**config.mk**
```make
export PLATFORM = sky130hd
export DESIGN_NAME = pipe_stage_skid_flat
export DESIGN_NICKNAME = d
export VERILOG_FILES = /design/src/rtl/pipe_stage_skid_pkg.sv /design/src/rtl/pipe_stage_skid_if.sv /design/src/rtl/pipe_stage_skid_slot.sv /design/src/rtl/pipe_stage_skid.sv /design/src/flat_wrapper.sv
export SDC_FILE = /design/constraint.sdc
export NUM_CORES = 1
export LEC_CHECK = 0
export BUFFER_PORTS_ARGS = -buffer_cell sky130_fd_sc_hd__buf_4
export CORE_ASPECT_RATIO = 2
export CORE_MARGIN = 2
export CORE_UTILIZATION = 50
export DETAILED_ROUTE_END_ITERATION = 6
export GPL_ROUTABILITY_DRIVEN = 0
export PLACE_DENSITY_LB_ADDON = 0.2
export SLEW_MARGIN = 40
export SYNTH_ARGS = -nofsm -noshare
export SYNTH_HDL_FRONTEND = slang
export SYNTH_SLANG_ARGS = --single-unit
```
**constraint.sdc**
```tcl
create_clock -name clk -period 3 [get_ports clk]
set_clock_uncertainty 0.15 [all_clocks]
set_input_delay 0.15 -clock clk [delete_from_list [all_inputs] [get_ports clk]]
set_output_delay 0.15 -clock clk [all_outputs]
set_load 0.02 [all_outputs]
```
**src/rtl/pipe_stage_skid_pkg.sv**
```systemverilog
// Shared types for the skid-buffered pipeline stage: occupancy state encodings,
// the IF/ID idle instruction, and the state-to-occupancy decode.
package pipe_stage_skid_pkg;

  // Encoded as {main_vld, skid_vld}; 2'b01 is unreachable.
  typedef enum logic [1:0] {
    PSS_EMPTY = 2'b00,
    PSS_ONE   = 2'b10,
    PSS_FULL  = 2'b11
  } pss_state_e;

  localparam logic [31:0] INST_NOP = 32'h0000_0013;

  function automatic logic [1:0] pss_occ(input pss_state_e s);
    case (s)
      PSS_ONE:  return 2'd1;
      PSS_FULL: return 2'd2;
      default:  return 2'd0;
    endcase
  endfunction

endpackage

```
**src/rtl/pipe_stage_skid_if.sv**
```systemverilog
// Valid/ready payload channel between pipeline stages.
// The master drives vld/dat, the slave drives rdy.
interface pipe_stage_skid_if #(
  parameter int WIDTH = 64
);
  logic             vld;
  logic             rdy;
  logic [WIDTH-1:0] dat;

  modport master (output vld, output dat, input rdy);
  modport slave  (input vld, input dat, output rdy);
endinterface

```
**src/rtl/pipe_stage_skid_slot.sv**
```systemverilog
// One payload slot: data and valid register with sync reset, load, and clear-to-idle.
// Single-cycle update. No flow control of its own; clear wins over load.
module pipe_stage_skid_slot #(
  parameter int               WIDTH    = 64,
  parameter logic [WIDTH-1:0] IDLE_VAL = '0
) (
  input  logic             clk,
  input  logic             rst,
  input  logic             load_i,
  input  logic             clr_i,
  input  logic [WIDTH-1:0] din_i,
  output logic             vld_o,
  output logic [WIDTH-1:0] dat_o
);

  logic             vld_d, vld_q;
  logic [WIDTH-1:0] dat_d, dat_q;

  always_comb begin
    vld_d = vld_q;
    dat_d = dat_q;
    if (clr_i) begin
      vld_d = 1'b0;
      dat_d = IDLE_VAL;
    end else if (load_i) begin
      vld_d = 1'b1;
      dat_d = din_i;
    end
  end

  always_ff @(posedge clk) begin
    if (rst) begin
      vld_q <= 1'b0;
      dat_q <= IDLE_VAL;
    end else begin
      vld_q <= vld_d;
      dat_q <= dat_d;
    end
  end

  assign vld_o = vld_q;
  assign dat_o = dat_q;

endmodule

```
**src/rtl/pipe_stage_skid.sv**
```systemverilog
// Handshaked pipeline stage with a one-entry skid slot; 1-cycle latency, 1 transfer/cycle.
// up.rdy is decoded only from registered state (low when the skid slot is occupied).
module pipe_stage_skid
  import pipe_stage_skid_pkg::*;
#(
  parameter int               WIDTH    = 64,
  parameter logic [WIDTH-1:0] IDLE_VAL = '0
) (
  input  logic               clk,
  input  logic               rst,
  pipe_stage_skid_if.slave   up,
  pipe_stage_skid_if.master  dn,
  input  logic               flush_i,
  output logic [1:0]         occ_o
);

  logic             main_vld, skid_vld;
  logic [WIDTH-1:0] main_dat, skid_dat, main_din;
  logic             main_load, main_clr, skid_load, skid_clr;
  logic             acc_in, acc_out;
  pss_state_e       state;

  // The two slot valid bits are the state register.
  assign state   = pss_state_e'({main_vld, skid_vld});
  assign acc_in  = up.vld & ~skid_vld;
  assign acc_out = main_vld & dn.rdy;

  pipe_stage_skid_slot #(.WIDTH(WIDTH), .IDLE_VAL(IDLE_VAL)) u_main (
    .clk    (clk),
    .rst    (rst),
    .load_i (main_load),
    .clr_i  (main_clr),
    .din_i  (main_din),
    .vld_o  (main_vld),
    .dat_o  (main_dat)
  );

  pipe_stage_skid_slot #(.WIDTH(WIDTH), .IDLE_VAL(IDLE_VAL)) u_skid (
    .clk    (clk),
    .rst    (rst),
    .load_i (skid_load),
    .clr_i  (skid_clr),
    .din_i  (up.dat),
    .vld_o  (skid_vld),
    .dat_o  (skid_dat)
  );

  always_comb begin
    main_load = 1'b0;
    main_clr  = 1'b0;
    main_din  = up.dat;
    skid_load = 1'b0;
    skid_clr  = 1'b0;
    if (flush_i) begin
      main_clr = 1'b1;
      skid_clr = 1'b1;
    end else begin
      case (state)
        PSS_EMPTY: main_load = acc_in;
        PSS_ONE: begin
          if (acc_in && acc_out)  main_load = 1'b1;
          if (acc_in && !acc_out) skid_load = 1'b1;
          if (!acc_in && acc_out) main_clr  = 1'b1;
        end
        PSS_FULL: begin
          if (acc_out) begin
            main_load = 1'b1;
            main_din  = skid_dat;
            skid_clr  = 1'b1;
          end
        end
        default: begin
          main_clr = 1'b1;
          skid_clr = 1'b1;
        end
      endcase
    end
  end

  always_comb begin
    up.rdy = ~skid_vld;
    dn.vld = main_vld;
    dn.dat = main_vld ? main_dat : IDLE_VAL;
    occ_o  = pss_occ(state);
  end

endmodule

```
**src/flat_wrapper.sv**
```systemverilog
// flat-port wrapper written by rule: the top's interface ports become plain ports
module pipe_stage_skid_flat import pipe_stage_skid_pkg::*;
#(
  parameter int               WIDTH    = 64,
  parameter logic [WIDTH-1:0] IDLE_VAL = '0
)
  (clk, rst, flush_i, occ_o, up_vld, up_dat, up_rdy, dn_vld, dn_dat, dn_rdy);
  pipe_stage_skid_if #(.WIDTH(WIDTH)) up_i ();
  pipe_stage_skid_if #(.WIDTH(WIDTH)) dn_i ();
  input  logic clk;
  input  logic rst;
  input  logic flush_i;
  output logic [1:0] occ_o;
  input wire logic [$bits(up_i.vld)-1:0] up_vld;
  input wire logic [$bits(up_i.dat)-1:0] up_dat;
  output wire logic [$bits(up_i.rdy)-1:0] up_rdy;
  output wire logic [$bits(dn_i.vld)-1:0] dn_vld;
  output wire logic [$bits(dn_i.dat)-1:0] dn_dat;
  input wire logic [$bits(dn_i.rdy)-1:0] dn_rdy;
  assign up_i.vld = up_vld;
  assign up_i.dat = up_dat;
  assign up_rdy = up_i.rdy;
  assign dn_vld = dn_i.vld;
  assign dn_dat = dn_i.dat;
  assign dn_i.rdy = dn_rdy;
  pipe_stage_skid #(.WIDTH(WIDTH), .IDLE_VAL(IDLE_VAL)) u_core (.clk(clk), .rst(rst), .up(up_i), .dn(dn_i), .flush_i(flush_i), .occ_o(occ_o));
endmodule
```
Word level (Yosys, flattened, before mapping). Index checks and enable logic that the tools add are counted.

Flip-flop bits (word level): 130. Output and inout port bits: 68. Input bits: 69. Logic and storage cells: 36.

Eq/ne operators: 2. Reduce and logical (&&, ||, !) cells: 10. Bitwise gates (word level): 3. Mux-type cells: 17.

Operators by type and width (count): $mux W64 (4); $mux W1 (9); $reduce_or A2 Y1 (4); $eq A2 B2 Y1 const B (2); $pmux W1 S2 (2); $pmux W2 S2 (1); $logic_and A1 B1 Y1 (3); $pmux W1 S3 (1); $and A1 B1 Y1 (2); $logic_not A1 Y1 (2); $logic_not A2 Y1 (1); $not A1 Y1 (1).

Logic depth before layout (Yosys ltp). Gate-level depths: netlist of the first run.

Depth after elaboration: 8. Mapped depth: 9. Gate-level depth less buffers: 6.

By module. A second synthesis of the first run with hierarchy kept.

Cell total of the unflattened synthesis: 585. Area, all modules: 6356.1 um^2.

Modules (own cells, without submodules): pipe_stage_skid_slot (area an instance 2339.7 um^2, sequential area each 1301.2 um^2, times used 2, cells each 210); pipe_stage_skid (area an instance 1676.6 um^2, sequential area each 0.0 um^2, times used 1, cells each 165).

Worst setup path after synthesis of the first run. Ideal clock, no wire load.

Kind: flip-flop to flip-flop. Start: register u_core.u_main.vld_q (netlist: u_core.u_main.vld_o). End: register u_core.u_main.dat_q[10] (netlist: u_core.u_main.dat_o[10]). Setup slack: 0.538 ns. Stages on the path, launching flop included: 10. Period minus slack after synthesis: 2.462 ns. Required time: 2.769 ns. Arrival: 2.230 ns. Setup time: 0.081 ns. Path buffers: 3. Cell sequence: dfxtp_1 clkbuf_1 inv_1 ha_1 and3b_1 a311o_1 and2_1 buf_4 buf_6 a211oi_2.

Word-level cells in the longest chain between the ends: 6. Elaborated cells on any way between the ends: 18. Those cells by class: eq/ne (2); mux (10); bitwise (1); reduce/logical (5).

Ends and longest elaborated chain: start, declared (line pipe_stage_skid_slot.sv:16) `logic vld_d, vld_q;`; start signal, assigned (line pipe_stage_skid_slot.sv:36) `vld_q <= vld_d;`; $and A1 B1 Y1 (line pipe_stage_skid.sv:26) `assign acc_out = main_vld & dn.rdy;`; $logic_and A1 B1 Y1 (line pipe_stage_skid.sv:63) `if (!acc_in && acc_out) main_clr = 1'b1;`; $mux W1 (line pipe_stage_skid.sv:63); $pmux W1 S2 (line pipe_stage_skid.sv:58) `case (state)`; $mux W1 (line pipe_stage_skid.sv:54) `if (flush_i) begin`; $reduce_or A2 Y1 (no line); end signal, assigned (line pipe_stage_skid_slot.sv:37) `dat_q <= dat_d;`; end, declared (line pipe_stage_skid_slot.sv:17) `logic [WIDTH-1:0] dat_d, dat_q;`.

Several ways; a longest one is shown, not always the timed one. A chain may end at the register's enable or synchronous reset.

Final worst setup path of the first run.
Start: register u_core.u_main.vld_q (netlist: u_core.u_main.vld_o). End: register u_core.u_main.dat_q[47] (netlist: u_core.u_main.dat_o[47]).

Same word-level chain as after synthesis.

==> impl_metrics.csv, run 1 <==
group,metric,value,unit
die,ios,137,
layout,drive_gt1_share,29.2,%
timing,max_freq,388,MHz
grt,grt_use_met1,31.7,%
placement,numPortBuffers,136,
clock_network,clock_sinks,130,
worst_hold_path,hp-class,"input pin to flip-flop",
critical_path,cp-end-kind,"flip-flop",
critical_path,worstSetupStartpointType,"flip-flop",
die,die_area,13100,µm²
critical_path,cp_max_fo,31,
run,cap_violations,0,
grt,grt_pass1_wl,25.5,mm
clock_network,clock_tree.buffer_depth,2,
route,vias,5469,
layout,nets,915,
route,wl,15.7,mm
clock_network,hold_buffers,64,
grt,grt_pass1_vias,5249,
logic_synthesis,synth.area.top_cells,"dfxtp_1 43%, a211oi_2 12%, a21oi_1 11%",
logic_synthesis,synth_cells,670,
clock_network,cts-root-buf,"clkbuf_16",
route,ant_nets,0,
logic_synthesis,synthDistinctLibCells,23,
timing,finalCritPeriodShare,85.9,%
layout,final_common_cell,"buf_4",
timing,setup_viol,0,
logic_synthesis,syn_area,6070,µm²
logic_synthesis,avgSynthCellArea,9.06,µm²
logic_synthesis,yosysWarnings,0,
clock_network,cts_tree,"yes",
clock_network,numCtsBuffers,17,
route,drtIter0Drc,282,
power,power_density,517,nW/µm²
layout,nFillCells,966,
die,die_width,81.9,µm
timing,min_period,2580,ps
die,die_h,160,µm
layout,final_cell_mix,"142 x buf_4, 131 x a21oi_1, 131 x nand2_1, 129 x dfxtp_1, 65 x and2_1",
die,rows,57,
timing,report.final.slew_viol_count,0,
critical_path,cp_slowest_stage_delay,560,ps
die,start_util,50.7,%
grt,grt.busiest_layer,"met2",
logic_synthesis,netlist.area_leader.share,42.9,%
layout,fin_util,70.6,%
critical_path,cp.arrival,2750,ps
logic_synthesis,synth_top_cell_by_area,"dfxtp_1",
critical_path,reg2reg_slack,420,ps
grt,grtUsageMet2,40.0,%
timing,fin_setup_tns,0,ps
logic_synthesis,yosysSeqAreaShare,42.9,%
critical_path,cp_slowest_cell,"dfxtp_2",
timing,hold_violations,0,
grt,antenna_found_initial,0,
grt,grt_use_total,24.4,%
power,ir_drop,0.475,mV
layout,area_delta_synth_final,39.3,%
power,p_leak,3.62,nW
timing,rsz0062_at_grt,"no",
grt,grt_use_met3,5.37,%
grt,grt-ovfl-total,0,
critical_path,path_cells,"inv_1, ha_1, and3b_1, a311o_2, and2_4, buf_16, buf_12, a211oi_2",
logic_synthesis,ys_seq_elements,130,
route,remaining_drc_errors,0,
route,viasPerCell,5.47,
critical_path,crit_required,3170,ps
logic_synthesis,syn_nets,746,
layout,antennaDiodeCount,0,
grt,grt_max_degree,66,
clock_network,cts_resized,0,
run_status,status,"complete, no violations",
die,core_region_area,12000,µm²
timing,tightestPinTransition,755,ps
timing,relSlewSlack,49.7,%
clock_network,clkTransAtPathRegs,60,ps
route,routedWlPerCell,15.8,µm
critical_path,path_class,"flip-flop to flip-flop",
clock_network,cts_setup_buffers,0,
placement,hpwl,9.15,mm
route,first_pass_iters,5,
clock_network,clock_latency,410,ps
clock_network,cts.htree.levels,4,
## path summary, 6_finish.rpt
kind,depth (start not counted),from,endpoint
min reg2reg,2,u_core.u_skid.dat_o[49],u_core.u_skid.dat_o[49]
max reg2reg,8,u_core.u_main.vld_o,u_core.u_main.dat_o[47]
min,5,rst,u_core.u_main.dat_o[62]
max,8,u_core.u_main.vld_o,u_core.u_main.dat_o[47]
## flip-flops by register name, indices dropped and copies added, names as in the netlist
register / count
u_core.u_main.vld_o: 1
u_core.u_skid.vld_o: 1
u_core.u_main.dat_o: 64
u_core.u_skid.dat_o: 64
## routing by layer
metal / wire, µm / up-vias
li1: - / 2647
met1: 6800 / 2629
met2: 7810 / 175
met3: 932 / 18
met4: 190 / 0
met5: 0 / -
## report_power, final
| part | internal [mW] | switching (mW) |
|---|---|---|
| Clock | 1.39 | 0.768 |
| Sequential | 1.76 | 0.0185 |
| Combinational | 0.207 | 0.236 |
| Total | 3.35 | 1.02 |
## through the flow
step | setup slack (ps) | instance area (µm²) | cells | hold WS (ps) | power (mW)
after floorplan | 538 | 6070 | 670 | 136 | 2.04
after global placement | 536 | 7150 | 901 | 256 | 2.17
after detailed placement | 406 | 7200 | 903 | 265 | 2.19
after CTS | 388 | 8460 | 999 | 213 | 4.40
after global routing | 254 | 8460 | 999 | 244 | 4.52
final | 422 | 8460 | 999 | 217 | 4.38
## critical path: cells and delay by family, from the launching register on
family,cells,cell delay (ps)
AOI/OAI and AO/OA,2,580
adders and majority gates,1,220
buffers and inverters,3,570
DFF,1,560
and+or+nand+nor,2,420
## final cells by class
type,instances,area (µm²),share of cell area [%]
multi-input combinational,474,3190,37.7
clock buffer,18,429,5.08
tap,147,184,2.18
clock inverter,14,188,2.22
sequential,130,2600,30.8
timing repair buffer,213,1850,21.9
inverter,3,11.3,0.133
## Yosys cell counts
| cell | instances |
|---|---|
| and2_1 | 66 |
| buf_1 | 6 |
| and3_1 | 2 |
| o311ai_1 | 1 |
| and3b_1 | 1 |
| buf_4 | 1 |
| dfxtp_1 | 130 |
| nand2_1 | 131 |
| nand3_1 | 1 |
| a21oi_1 | 131 |
| inv_1 | 3 |
| a211oi_2 | 60 |
| a211oi_1 | 4 |
| a311o_1 | 1 |
| ha_1 | 7 |
| nor2b_1 | 1 |
| or4_1 | 1 |
| buf_6 | 6 |
| mux2i_1 | 64 |
| buf_2 | 25 |
| nor2_1 | 2 |
| nand2b_1 | 1 |
| clkbuf_1 | 25 |
## cells by family after synthesis
kind of cell             count (synthesis)  synth area share, %
multiplexers                            64                 10.6
buffers and inverters                   66                 5.40
flip-flops                             130                 42.9
AO/OA/AOI/OAI                          197                 24.0
AND/OR/NAND/NOR                        206                 15.8
adder cells (fa/ha/maj)                  7                 1.44
Power figures use the tool's default switching activity.
==> inputs of run 2 (changes only) <==
==> constraint.sdc (replaced) <==
create_clock -name clk -period 2.82 [get_ports clk]
set_clock_uncertainty 0.15 [all_clocks]
set_input_delay 0.141 -clock clk [delete_from_list [all_inputs] [get_ports clk]]
set_output_delay 0.141 -clock clk [all_outputs]
set_load 0.02 [all_outputs]
==> impl_metrics.csv, run 2 (synthesized netlist as in run 1, its figures left out) <==
group,metric,value,unit
run_status,status,"complete, no violations",
power,pwr-share-comb,10.5,%
grt,antenna_found_initial,0,
power,p_switching,1.06,mW
die,start_util,50.7,%
critical_path,cp.arrival,2470,ps
layout,final_common_cell,"buf_4",
route,wl_met1,6.87,mm
power,swShare,23.5,%
worst_hold_path,hp-class,"input pin to flip-flop",
power,pwr-share-seq,41.8,%
critical_path,worstSetupStartpointType,"flip-flop",
power,clockPowerShare,47.7,%
route,drtIter0Drc,295,
worst_hold_path,min_path_cells,4,
layout,antennaDiodeCount,0,
critical_path,regToRegStartpoint,"u_core.u_skid.vld_o",
die,die_width,81.9,µm
route,routedWlPerCell,16.0,µm
power,ir_drop,0.454,mV
critical_path,reg2reg_slack,520,ps
clock_network,cts_tree,"yes",
power,power_density,536,nW/µm²
route,first_pass_iters,4,
route,top_layer,"met4",
timing,max_freq,435,MHz
run,cap_violations,0,
clock_network,hold_buffers,64,
die,die_area,13100,µm²
clock_network,cts_setup_buffers,0,
die,core_region_area,12000,µm²
critical_path,cp-end-kind,"flip-flop",
timing,hold_slack,110,ps
power,intPower,3.46,mW
clock_network,numCtsBuffers,17,
placement,hpwl,9.92,mm
route,remaining_drc_errors,0,
route,wl,16.1,mm
clock_network,cts.htree.levels,4,
layout,final_cells,1007,
die,die_h,160,µm
clock_network,clkTransAtPathRegs,60,ps
critical_path,r2r_end,"u_core.u_main.dat_o[63]",
route,wl_met2,8.29,mm
timing,fin_setup_tns,0,ps
timing,relSlewSlack,62.8,%
critical_path,critical_path.endpoint,"u_core.u_main.dat_o[63]",
route,wl_met3,832,µm
critical_path,crit_required,2990,ps
critical_path,cp_max_fo,30,
timing,finalCritPeriodShare,81.5,%
clock_network,cts-root-buf,"clkbuf_16",
critical_path,crit_start,"u_core.u_skid.vld_o",
clock_network,clock_latency,410,ps
timing,layout_setup_ws,523,ps
die,rows,57,
grt,grt-ovfl-total,0,
timing,hold_violations,0,
placement,numPortBuffers,136,
die,ios,137,
timing,setup_viol,0,
layout,final_cell_mix,"153 x buf_4, 131 x a21oi_1, 131 x nand2_1, 129 x dfxtp_1, 65 x and2_1",
timing,report.final.slew_viol_count,0,
power,p_leak,3.62,nW
grt,grt_pass1_vias,5366,
worst_hold_path,min_from,"flush_i",
critical_path,reg2regPathDepth,7,
timing,rsz0062_at_grt,"no",
layout,area_delta_synth_final,38.9,%
clock_network,cts_resized,0,
layout,drive_gt1_share,29.8,%
critical_path,path_class,"flip-flop to flip-flop",
route,ant_nets,0,
placement,post-place-ws,554,ps
timing,min_period,2300,ps
grt,grt_max_degree,39,
clock_network,clock_tree.buffer_depth,2,
grt,grt_pass1_wl,26.0,mm
clock_network,clock_sinks,130,
grt,grt_use_total,25.1,%
placement,post-place-cells,911,
layout,nets,923,
timing,tightestPinTransition,558,ps
route,viasPerCell,5.35,
route,vias,5392,
## run 2: changes by cell type in the layout (fill, tap and decap cells not counted), sizes merged
cell	delta
inv	-1
buf	+8
clkbuf	+4
bufinv	-2
clkinvlp	-1
## run 2: final cells by class
class,instances,area (µm²)
multi-input combinational,474,3190
clock inverter,10,108
sequential,130,2600
inverter,3,11.3
clock buffer,22,474
fill,933,3550
timing repair buffer,221,1870
tap,147,184
## run 2: power groups by stage
stage	Clock (mW)	Sequential (mW)	Combinational [mW]
after floorplan	0	1.93	0.246
after global placement	0	1.93	0.396
after detailed placement	0	1.93	0.403
after CTS	2.18	1.89	0.476
after global routing	2.26	1.89	0.514
final	2.16	1.89	0.475
## run 2: worst max-delay path, cell delays in order (launching register included)
cell	delay [ps]
dfxtp_1	430
inv_1	150
ha_1	200
and3b_1	180
a311o_2	480
and2_4	210
buf_12	180
a211oi_1	230
## run 2: worst min path at each step
stage,end,slack (ps)
4_1_cts,u_core.u_main.dat_o[34],90
3_3_place_gp,u_core.u_skid.dat_o[3],250
6_report,u_core.u_main.dat_o[3],110
5_1_grt,u_core.u_main.dat_o[34],110
3_5_place_dp,u_core.u_skid.dat_o[25],260
2_1_floorplan,u_core.u_skid.dat_o[0],130
## run 2: metal layers
| layer | vias to the layer above | GRT usage [%] |
|---|---|---|
| li1 | 2664 | - |
| met1 | 2578 | 30.7 |
| met2 | 140 | 43.1 |
| met3 | 10 | 5.88 |
| met4 | 0 | 6.82 |
| met5 | - | 0 |
## run 2: per-stage QoR
step	total power, mW	cell area [µm²]	utilization [%]
floorplan	2.17	6070	-
global placement	2.33	7210	60.2
detailed placement	2.33	7210	60.2
CTS	4.55	8440	70.4
global route	4.66	8440	70.4
finish	4.52	8440	70.4
